File: src/rtl/mem_loader_pkg.sv
// mem_loader_pkg: shared types and default widths for the SRAM load/readback engine.
//   bank_e      - target bank encoding carried on cmd_sel
//   state_e     - engine state encoding
//   bank_onehot - bank to one-hot chip-select mapping
package mem_loader_pkg;

  localparam int unsigned ADDR_W_DEF = 14;
  localparam int unsigned DATA_W_DEF = 32;
  localparam int unsigned LEN_W_DEF  = 15;
  localparam int unsigned NUM_BANKS  = 3;

  typedef enum logic [1:0] {
    BANK_IM      = 2'd0,
    BANK_WM      = 2'd1,
    BANK_DM      = 2'd2,
    BANK_ILLEGAL = 2'd3
  } bank_e;

  typedef enum logic [2:0] {
    ST_IDLE  = 3'd0,
    ST_WRITE = 3'd1,
    ST_READ  = 3'd2,
    ST_DRAIN = 3'd3,
    ST_DONE  = 3'd4
  } state_e;

  // Chip-select pattern for a bank; the illegal code selects nothing.
  function automatic logic [NUM_BANKS-1:0] bank_onehot(input bank_e b);
    case (b)
      BANK_IM: return 3'b001;
      BANK_WM: return 3'b010;
      BANK_DM: return 3'b100;
      default: return 3'b000;
    endcase
  endfunction

endpackage

File: src/rtl/mem_loader_fifo2.sv
// mem_loader_fifo2: 2-entry registered FIFO with valid/ready on both sides.
//   in_valid/in_ready/in_data    - push side
//   out_valid/out_ready/out_data - pop side, out_data driven straight from storage
//   count                        - current occupancy (0..2)
module mem_loader_fifo2 #(
  parameter int unsigned DATA_W = 32
) (
  input  logic              clk,
  input  logic              rst,
  input  logic              in_valid,
  output logic              in_ready,
  input  logic [DATA_W-1:0] in_data,
  output logic              out_valid,
  input  logic              out_ready,
  output logic [DATA_W-1:0] out_data,
  output logic [1:0]        count
);

  logic [DATA_W-1:0] mem_q [2];
  logic [DATA_W-1:0] mem_d [2];
  logic              wptr_q, wptr_d;
  logic              rptr_q, rptr_d;
  logic [1:0]        count_q, count_d;
  logic              push, pop;

  assign in_ready  = (count_q != 2'd2);
  assign out_valid = (count_q != 2'd0);
  assign out_data  = mem_q[rptr_q];
  assign count     = count_q;

  assign push = in_valid && in_ready;
  assign pop  = out_valid && out_ready;

  // Next-state for storage, pointers and occupancy.
  always_comb begin
    mem_d   = mem_q;
    wptr_d  = wptr_q;
    rptr_d  = rptr_q;
    if (push) begin
      mem_d[wptr_q] = in_data;
      wptr_d        = ~wptr_q;
    end
    if (pop) begin
      rptr_d = ~rptr_q;
    end
    count_d = count_q + 2'(push) - 2'(pop);
  end

  always_ff @(posedge clk or negedge rst) begin
    if (!rst) begin
      mem_q[0] <= '0;
      mem_q[1] <= '0;
      wptr_q   <= 1'b0;
      rptr_q   <= 1'b0;
      count_q  <= 2'd0;
    end else begin
      mem_q   <= mem_d;
      wptr_q  <= wptr_d;
      rptr_q  <= rptr_d;
      count_q <= count_d;
    end
  end

endmodule

File: src/rtl/mem_loader.sv
// mem_loader: host-side load/readback engine for the IM/WM/DM SRAM banks.
//   cmd_*            - command: bank, base address, word count, direction
//   in_*             - write-data stream into the selected bank
//   out_*            - read-data stream out of the selected bank
//   done / err       - single-cycle completion / illegal-command pulses
//   sram_cs/oe/web/a/di - shared SRAM pins; sram_do_* return read data
module mem_loader
  import mem_loader_pkg::*;
#(
  parameter int unsigned ADDR_W = ADDR_W_DEF,
  parameter int unsigned DATA_W = DATA_W_DEF,
  parameter int unsigned LEN_W  = LEN_W_DEF
) (
  input  logic                   clk,
  input  logic                   rst,
  input  logic                   cmd_valid,
  output logic                   cmd_ready,
  input  logic                   cmd_write,
  input  logic [1:0]             cmd_sel,
  input  logic [ADDR_W-1:0]      cmd_addr,
  input  logic [LEN_W-1:0]       cmd_len,
  input  logic                   in_valid,
  output logic                   in_ready,
  input  logic [DATA_W-1:0]      in_data,
  output logic                   out_valid,
  input  logic                   out_ready,
  output logic [DATA_W-1:0]      out_data,
  output logic                   done,
  output logic                   err,
  output logic [NUM_BANKS-1:0]   sram_cs,
  output logic                   sram_oe,
  output logic [DATA_W/8-1:0]    sram_web,
  output logic [ADDR_W-1:0]      sram_a,
  output logic [DATA_W-1:0]      sram_di,
  input  logic [DATA_W-1:0]      sram_do_im,
  input  logic [DATA_W-1:0]      sram_do_wm,
  input  logic [DATA_W-1:0]      sram_do_dm
);

  localparam int unsigned BE_W = DATA_W / 8;

  state_e              state_q, state_d;
  logic [ADDR_W-1:0]   addr_q, addr_d;
  logic [LEN_W-1:0]    rem_q, rem_d;
  bank_e               bank_q, bank_d;
  logic                inflight_q, inflight_d;
  logic                cmd_ready_q, cmd_ready_d;
  logic                in_ready_q, in_ready_d;
  logic                done_q, done_d;
  logic                err_q, err_d;
  logic [ADDR_W-1:0]   a_hold_q, a_hold_d;
  logic [DATA_W-1:0]   di_hold_q, di_hold_d;

  logic                cmd_fire;
  logic                wr_fire;
  logic                rd_issue;
  logic                access;
  logic                zero_len;
  logic                fifo_in_ready;
  logic                fifo_pop;
  logic [1:0]          fifo_count;
  logic [2:0]          rd_pending;
  logic [DATA_W-1:0]   rd_data;

  assign cmd_fire = cmd_valid && cmd_ready_q;
  assign wr_fire  = in_ready_q && in_valid;
  assign fifo_pop = out_valid && out_ready;

  // Words issued but not yet consumed once this cycle's pop is counted;
  // keeping this below 2 guarantees the FIFO always has room for DO.
  assign rd_pending = 3'(fifo_count) + 3'(inflight_q) - 3'(fifo_pop);
  assign rd_issue   = (state_q == ST_READ) && (rem_q != '0) &&
                      (rd_pending < 3'd2) && fifo_in_ready;
  assign access     = wr_fire || rd_issue;

  // Read data is valid the cycle after the access edge; mux by latched bank.
  always_comb begin
    case (bank_q)
      BANK_WM: rd_data = sram_do_wm;
      BANK_DM: rd_data = sram_do_dm;
      default: rd_data = sram_do_im;
    endcase
  end

  mem_loader_fifo2 #(
    .DATA_W (DATA_W)
  ) u_fifo (
    .clk       (clk),
    .rst       (rst),
    .in_valid  (inflight_q),
    .in_ready  (fifo_in_ready),
    .in_data   (rd_data),
    .out_valid (out_valid),
    .out_ready (out_ready),
    .out_data  (out_data),
    .count     (fifo_count)
  );

  // Next-state and registered-output logic.
  always_comb begin
    state_d  = state_q;
    addr_d   = addr_q;
    rem_d    = rem_q;
    bank_d   = bank_q;
    err_d    = 1'b0;
    zero_len = 1'b0;

    case (state_q)
      ST_IDLE: begin
        if (cmd_fire) begin
          if (bank_e'(cmd_sel) == BANK_ILLEGAL) begin
            err_d = 1'b1;
          end else if (cmd_len == '0) begin
            zero_len = 1'b1;
          end else begin
            state_d = cmd_write ? ST_WRITE : ST_READ;
            addr_d  = cmd_addr;
            rem_d   = cmd_len;
            bank_d  = bank_e'(cmd_sel);
          end
        end
      end
      ST_WRITE: begin
        if (wr_fire) begin
          addr_d = addr_q + ADDR_W'(1);
          rem_d  = rem_q - LEN_W'(1);
          if (rem_q == LEN_W'(1)) state_d = ST_DONE;
        end
      end
      ST_READ: begin
        if (rd_issue) begin
          addr_d = addr_q + ADDR_W'(1);
          rem_d  = rem_q - LEN_W'(1);
          if (rem_q == LEN_W'(1)) state_d = ST_DRAIN;
        end
      end
      ST_DRAIN: begin
        // Leave on the edge that empties the FIFO so done follows the last pop.
        if (!inflight_q &&
            ((fifo_count == 2'd0) || ((fifo_count == 2'd1) && fifo_pop))) begin
          state_d = ST_DONE;
        end
      end
      ST_DONE: begin
        state_d = ST_IDLE;
      end
      default: begin
        state_d = ST_IDLE;
      end
    endcase

    inflight_d  = rd_issue;
    cmd_ready_d = (state_d == ST_IDLE);
    in_ready_d  = (state_d == ST_WRITE);
    done_d      = (state_d == ST_DONE) || zero_len;
    a_hold_d    = access ? addr_q : a_hold_q;
    di_hold_d   = wr_fire ? in_data : di_hold_q;
  end

  always_ff @(posedge clk or negedge rst) begin
    if (!rst) begin
      state_q     <= ST_IDLE;
      addr_q      <= '0;
      rem_q       <= '0;
      bank_q      <= BANK_IM;
      inflight_q  <= 1'b0;
      cmd_ready_q <= 1'b0;
      in_ready_q  <= 1'b0;
      done_q      <= 1'b0;
      err_q       <= 1'b0;
      a_hold_q    <= '0;
      di_hold_q   <= '0;
    end else begin
      state_q     <= state_d;
      addr_q      <= addr_d;
      rem_q       <= rem_d;
      bank_q      <= bank_d;
      inflight_q  <= inflight_d;
      cmd_ready_q <= cmd_ready_d;
      in_ready_q  <= in_ready_d;
      done_q      <= done_d;
      err_q       <= err_d;
      a_hold_q    <= a_hold_d;
      di_hold_q   <= di_hold_d;
    end
  end

  assign cmd_ready = cmd_ready_q;
  assign in_ready  = in_ready_q;
  assign done      = done_q;
  assign err       = err_q;

  // SRAM pins follow the handshake in the same cycle; bus holds between accesses.
  assign sram_cs  = access ? bank_onehot(bank_q) : '0;
  assign sram_oe  = rd_issue;
  assign sram_web = wr_fire ? {BE_W{1'b0}} : {BE_W{1'b1}};
  assign sram_a   = access ? addr_q : a_hold_q;
  assign sram_di  = wr_fire ? in_data : di_hold_q;

endmodule
File: config.mk
export PLATFORM = sky130hd
export DESIGN_NAME = mem_loader
export DESIGN_NICKNAME = d
export VERILOG_FILES = /design/src/rtl/mem_loader_pkg.sv /design/src/rtl/mem_loader_fifo2.sv /design/src/rtl/mem_loader.sv
export SDC_FILE = /design/constraint.sdc
export NUM_CORES = 1
export LEC_CHECK = 0
export CAP_MARGIN = 20
export CORE_MARGIN = 8
export CORE_UTILIZATION = 30
export DETAILED_ROUTE_END_ITERATION = 16
export PLACE_DENSITY = 0.67
export SLEW_MARGIN = 10
export SYNTH_ARGS = -nofsm -noshare
export SYNTH_HDL_FRONTEND = slang
export SYNTH_SLANG_ARGS = --single-unit
export TNS_END_PERCENT = 50
File: constraint.sdc
create_clock -name clk -period 3.2 [get_ports clk]
set_clock_uncertainty 0.05 [all_clocks]
set_input_delay 0.32 -clock clk [delete_from_list [all_inputs] [get_ports clk]]
set_output_delay 0.32 -clock clk [all_outputs]
set_load 0.05 [all_outputs]
=== Word level (Yosys, flattened, before mapping) ===
Cells that the tools add are included.

* Order comparisons: 4
* Bitwise logic cells: 6
* Multiplexer cells: 41
* Reduce and logical (&&, ||, !) cells: 24
* Add/sub/neg operators: 6
* Equality and inequality tests: 16

{| class="wikitable"
|+ Operators with widths
! cell !! number
|-
| $mux W32 || 5
|-
| $mux W14 || 6
|-
| $mux W15 || 5
|-
| $bwmux W64 || 1
|-
| $pmux W32 S2 || 1
|-
| $pmux W15 S3 || 1
|-
| $pmux W14 S3 || 1
|-
| $demux W32 S1 || 1
|-
| $mux W3 || 9
|-
| $eq A15 B1 Y1 const B || 1
|-
| $logic_not A15 Y1 || 1
|-
| $reduce_bool A15 Y1 || 1
|-
| $sub A15 B1 Y15 const B || 1
|-
| $add A14 B1 Y14 const B || 1
|-
| $ne A2 B2 Y1 const B || 6
|-
| $pmux W3 S4 || 1
|-
| $logic_and A1 B1 Y1 || 10
|-
| $pmux W3 S3 || 1
|-
| $mux W1 || 7
|-
| $eq A3 B1 Y1 const B || 2
|-
| $eq A3 B2 Y1 const B || 2
|-
| $logic_not A3 Y1 || 2
|-
| $reduce_and A6 Y1 || 1
|-
| $eq A2 B1 Y1 const B || 2
|-
| other kinds (19) || 28
|}

* Output and inout bits: 91
* Input bits: 165
* Register bits: 153
* Word-level logic and storage cells: 113

=== Longest topological paths before layout ===
Gate-level depths: netlist of the first run.

* Depth in word-level cells: 10
* Gate-level depth with buffers: 14
* Gate-level depth less buffers: 12

=== By module ===
A second synthesis of the first run with hierarchy kept.

* Cells, all modules: 698
* Area, all modules: 8247.9 um^2

{| class="wikitable"
|+ Modules (own cells, without submodules)
! module !! seq. area each (um^2) !! cells each !! area an instance (um^2) !! times used
|-
| mem_loader || 2127.0 || 509 || 4969.8 || 1
|-
| mem_loader_fifo2 || 1701.6 || 189 || 3278.1 || 1
|}

=== Worst setup path before layout of the first run ===
No wires, ideal clock.

* Path kind: register -> output
* From: reg u_fifo.count_q[1], in the netlist u_fifo.count[1]
* To: out sram_cs[0]
* Arrival time: 3365 ps
* Data required time: 2830 ps
* Stages on the path, launching flop included: 13
* Path slack: -535 ps
* Buffers on the path: 2
* Cell sequence: dfrtp_1 inv_1 nand2_1 and2_1 ha_1 inv_1 nand2_1 fa_1 o211ai_1 o21a_1 buf_4 buf_4 nor2b_1

* Cells in the longest elaborated chain, start to end: 8
* Elaborated cells on any way between the ends: 10
* Those cells by class: add/sub (2); order compare (1); eq/ne (1); mux (1); reduce/logical (5)

{| class="wikitable"
|+ RTL lines
! what !! RTL line !! text
|-
| from (decl) || mem_loader_fifo2.sv:23 || <nowiki>logic [1:0] count_q, count_d;</nowiki>
|-
| from (signal assigned) || mem_loader_fifo2.sv:60 || <nowiki>count_q <= count_d;</nowiki>
|-
| $reduce_bool A2 Y1 || mem_loader_fifo2.sv:27 || <nowiki>assign out_valid = (count_q != 2'd0);</nowiki>
|-
| named net out_valid || mem_loader.sv:25 || <nowiki>output logic out_valid,</nowiki>
|-
| $logic_and A1 B1 Y1 || mem_loader.sv:67 || <nowiki>assign fifo_pop = out_valid && out_ready;</nowiki>
|-
| named net fifo_pop || mem_loader.sv:60 || <nowiki>logic fifo_pop;</nowiki>
|-
| $sub A3 B1 Y3 || mem_loader.sv:71 || <nowiki>assign rd_pending = 3'(fifo_count) + 3'(inflight_q) - 3'(fifo_pop);</nowiki>
|-
| $lt A3 B2 Y1 || mem_loader.sv:73 || <nowiki>(rd_pending < 3'd2) && fifo_in_ready;</nowiki>
|-
| $logic_and A1 B1 Y1 || mem_loader.sv:72 || <nowiki>assign rd_issue = (state_q == ST_READ) && (rem_q != '0) &&</nowiki>
|-
| $logic_and A1 B1 Y1 || mem_loader.sv:73 ||
|-
| $logic_or A1 B1 Y1 || mem_loader.sv:74 || <nowiki>assign access = wr_fire || rd_issue;</nowiki>
|-
| $mux W3 || mem_loader.sv:194 || <nowiki>assign sram_cs = access ? bank_onehot(bank_q) : '0;</nowiki>
|-
| to (decl) || mem_loader.sv:30 || <nowiki>output logic [NUM_BANKS-1:0] sram_cs,</nowiki>
|}

The timed path passes the listed nets, and every way through them passes these cells.

=== Worst setup path in the final report of the first run ===
* From: reg u_fifo.count_q[0], in the netlist u_fifo.count[0]
* To: out sram_a[1]

* Cells in the longest elaborated chain, start to end: 8
* Elaborated cells on any way between the ends: 10
* Those cells by class: add/sub (2); order compare (1); eq/ne (1); mux (1); reduce/logical (5)

{| class="wikitable"
|+ RTL lines
! what !! RTL line !! text
|-
| $reduce_bool A2 Y1 || mem_loader_fifo2.sv:27 ||
|-
| $logic_and A1 B1 Y1 || mem_loader.sv:67 ||
|-
| named net fifo_pop || mem_loader.sv:60 ||
|-
| $sub A3 B1 Y3 || mem_loader.sv:71 ||
|-
| $lt A3 B2 Y1 || mem_loader.sv:73 ||
|-
| $logic_and A1 B1 Y1 || mem_loader.sv:72 ||
|-
| $logic_and A1 B1 Y1 || mem_loader.sv:73 ||
|-
| $logic_or A1 B1 Y1 || mem_loader.sv:74 ||
|-
| $mux W14 || mem_loader.sv:197 || <nowiki>assign sram_a = access ? addr_q : a_hold_q;</nowiki>
|-
| to (decl) || mem_loader.sv:33 || <nowiki>output logic [ADDR_W-1:0] sram_a,</nowiki>
|}

The timed path passes the listed nets, and every way through them passes these cells.

==> qor.csv, run 1 <==
metric,value,unit
run_status,finished with violations,
violations,setup timing,
final_max_slew_viol_count,0,
drive_gt1_share,22.7,%
h-tree-depth,4,
maxSlewHeadroom,31.2,%
avgSynthCellArea,10.1,um2
worstMarginPinSlew,1.03,ns
drc,0,
cts_tree,done,
place.gp.congestion,0.864,
cpPeakStageDelay,0.39,ns
yosysUniqueCellTypes,60,
yosys-top-cells-area,"dfrtp_1, mux2_2, o21ai_0",
p_comb_share,63.9,%
final.setup.tns,-2.93,ns
antenna_found_initial,2,
met2_usage,24.7,%
intPower,7.81,mW
cp.arrival,3.03,ns
crit_start,u_fifo.count[0],
synth_top_area_share,49.9,%
critical_path_class,flip-flop to output port,
synth-seq-cells,153,
fp.dieArea,0.0310,mm2
port_buffers,255,
endpoint_kind,output port,
crit_slowest_cell,dfrtp_1,
routedWlPerCell,18.1,um
drv_cap,0,
drt-vias-per-instance,4.99,
leakagePower,5.08,nW
first_pass_iters,5,
dp_hpwl,18000,um
syn-cell-area,0.00768,mm2
timing.hold.ws,0.426,ns
setup_viol,18,
cts_buffer_depth,2,
clk_pin_slew,0.06,ns
yosys-top-cells-count,"dfrtp_1, nand2_1, o21ai_0",
seq_power_share,23.0,%
pin_count,256,
rows,58,
synth-edff-count,0,
p_sw_share,46.9,%
rsz0062_at_grt,yes,
grt_pass1_wl,38900,um
clk-insertion-delay-late,0.42,ns
cp-start-kind,flip-flop,
stdcell_area,0.0119,mm2
antenna_cells,0,
async_flop_share,100,%
finalPower,14.7,mW
path_cells,"inv_2, nand2_8, and2_4, ha_4, inv_2, nand2_2, fa_2, and3_4, o211ai_1, o21a_2, buf_12, mux2_4, buf_8",
synth_top_area_cell,dfrtp_1,
fin_ws,-0.201,ns
hold_viol,0,
cpMostUsedCell,inv_2,
yosysSeqAreaShare,49.9,%
fin_util,47.4,%
clock_power_share,13.1,%
fp.dieH,176,um
placeableCoreArea,0.0252,mm2
die_w,176,um
grt.overflow.total,0,
grtUsageMet3,6.41,%
post-route-min-period,3.40,ns
area_growth,55.3,%
wl,24600,um
synth_warnings,0,
reg2reg_from,u_fifo.count[0],
cts_buffers,17,
clockRootBuffer,clkbuf_16,
power_density,1230,mW/mm2
critPathMaxFanout,8,
min_path_type,flip-flop to flip-flop,
p_sw,6.91,mW
syn_inst,760,
via_count,6811,
grt_use_total,15.8,%
finalCritPeriodShare,106,%
drt-initial-drc-count,353,
crit_required,2.83,ns
syn_nets,936,
layout.nets,1197,
start_util,30.5,%
first_global_vias,7038,
gr-max-usage-layer,met2,
yosysMostFrequentCell,dfrtp_1,
placed_area,0.0111,mm2
ir_drop,700,uV
hp-start,u_fifo.mem_q[3],
met1_usage,19.9,%
cts.sinks,153,
synth_flop_cell,dfrtp_1,
fmax,0.294,GHz
grt_start_max_net_pins,69,
drtAntennaViolNets,0,
metal layers:
metal	wire, um	part of all wire, %	up-vias
li1	-	-	3275
met1	10900	44	3231
met2	11200	45	287
met3	2400	9.7	14
met4	188	0.76	4
met5	23	0.093	-
cells in the final DEF, fill, tap and decap left out, types with 4 or more instances in the layout:
| master | netlist | routed |
|---|---|---|
| buf_8 | 0 | 8 |
| buf_6 | 0 | 4 |
| o21ai_0 | 109 | 109 |
| buf_4 | 6 | 42 |
| xor2_1 | 4 | 4 |
| nor2b_1 | 7 | 4 |
| a211oi_1 | 8 | 8 |
| nand2_1 | 122 | 119 |
| buf_12 | 0 | 47 |
| nor2_1 | 15 | 15 |
| clkbuf_16 | 0 | 17 |
| o2bb2ai_1 | 6 | 6 |
| nand3_1 | 8 | 8 |
| dfrtp_1 | 153 | 152 |
| a2bb2oi_1 | 12 | 12 |
| a22oi_1 | 38 | 38 |
| o211ai_1 | 9 | 9 |
| a31oi_1 | 9 | 9 |
| inv_6 | 0 | 4 |
| mux2_4 | 0 | 14 |
| mux2_2 | 79 | 65 |
| o22ai_1 | 12 | 12 |
| a21oi_1 | 6 | 6 |
| nor4_1 | 8 | 8 |
| inv_1 | 24 | 21 |
| nor3_1 | 7 | 7 |
| clkdlybuf4s50_1 | 0 | 196 |
| nand4_1 | 7 | 7 |
| ha_1 | 10 | 9 |
logic make-up after synthesis:
logic type / synth area share [%]
buffers and inverters: 4.33
AND/OR/NAND/NOR: 12.5
AO/OA/AOI/OAI: 19.2
adder cells (fa/ha/maj): 1.89
multiplexers: 11.7
XOR/XNOR: 0.570
flip-flops: 49.9
area by class of cell:
type                       instances  area, um2
clock buffer                      19        443
clock inverter                    13        111
fill                            2363      13300
inverter                          24       92.6
multi-input combinational        527       3640
sequential                       153       3830
tap                              330        413
timing repair buffer             298       3390
sequential cells by signal (all words and copies together) (netlist names), 2 cells and up:
name,cells
u_fifo.mem_q,64
di_hold_q,32
rem_q,15
a_hold_q,14
addr_q,14
state_q,3
bank_q,2
u_fifo.count,2
critical path, delay by kind of cell, from the launching register on:
family / cells / cell delay (ns)
buffers and inverters: 4 / 0.48
AOI/OAI and AO/OA: 2 / 0.43
and+or+nand+nor: 4 / 0.42
DFF: 1 / 0.39
muxes: 1 / 0.33
adders and majority gates: 2 / 0.55
timing repair:
action | in CTS | in global routing
resized for setup | 33 | 4
pin swaps | 6 | 3
hold buffers | 1 | 0
endpoints found under the hold margin | 66 | 0
buffers inserted | 8 | 2
endpoints found under the setup margin | 18 | 18
gates cloned | 1 | 0
worst paths after layout:
path,endpoint,slack (ns),cells past startpoint
min in group asynchronous,u_fifo.mem_q[32],0.45,2
hold reg to reg,u_fifo.mem_q[3],0.43,2
setup reg to reg,addr_q[1],0.41,11
hold / removal,u_fifo.mem_q[3],0.43,2
max in group asynchronous,di_hold_q[1],1.83,3
setup / recovery,sram_a[1],-0.20,13
power groups by stage:
stage,sequential [mW],combinational (mW),clock (mW)
2_1_floorplan,3.31,5.68,0
3_3_place_gp,3.39,9.02,0
3_5_place_dp,3.42,9.13,0
4_1_cts,3.39,9.48,2.01
5_1_grt,3.51,10.1,2.08
6_report,3.39,9.41,1.93
through the flow:
step / setup slack (ns) / cells
after floorplan: 0.0177 / 760
after global placement: -0.173 / 1321
after detailed placement: -0.203 / 1321
after CTS: -0.336 / 1363
after global routing: -0.291 / 1364
final: -0.201 / 1364
(Power assumes the default switching activity.)
==> run 2: changes to the inputs <==
--- a/config.mk
+++ b/config.mk
@@ -5,7 +5,7 @@
 export SDC_FILE = /design/constraint.sdc
 export NUM_CORES = 1
 export LEC_CHECK = 0
-export CAP_MARGIN = 20
+export CAP_MARGIN = 10
 export CORE_MARGIN = 8
 export CORE_UTILIZATION = 30
 export DETAILED_ROUTE_END_ITERATION = 16
==> results of run 2 <==
No change in the layout: final DEF, timing and power equal those of run 1.
==> run 3: changes to the inputs <==
--- a/config.mk
+++ b/config.mk
@@ -8,6 +8,7 @@
 export CAP_MARGIN = 10
 export CORE_MARGIN = 8
 export CORE_UTILIZATION = 30
+export CTS_CLUSTER_SIZE = 30
 export DETAILED_ROUTE_END_ITERATION = 16
 export PLACE_DENSITY = 0.67
 export SLEW_MARGIN = 10
==> results of run 3 <==
No change in the layout: final DEF, timing and power equal those of run 1.
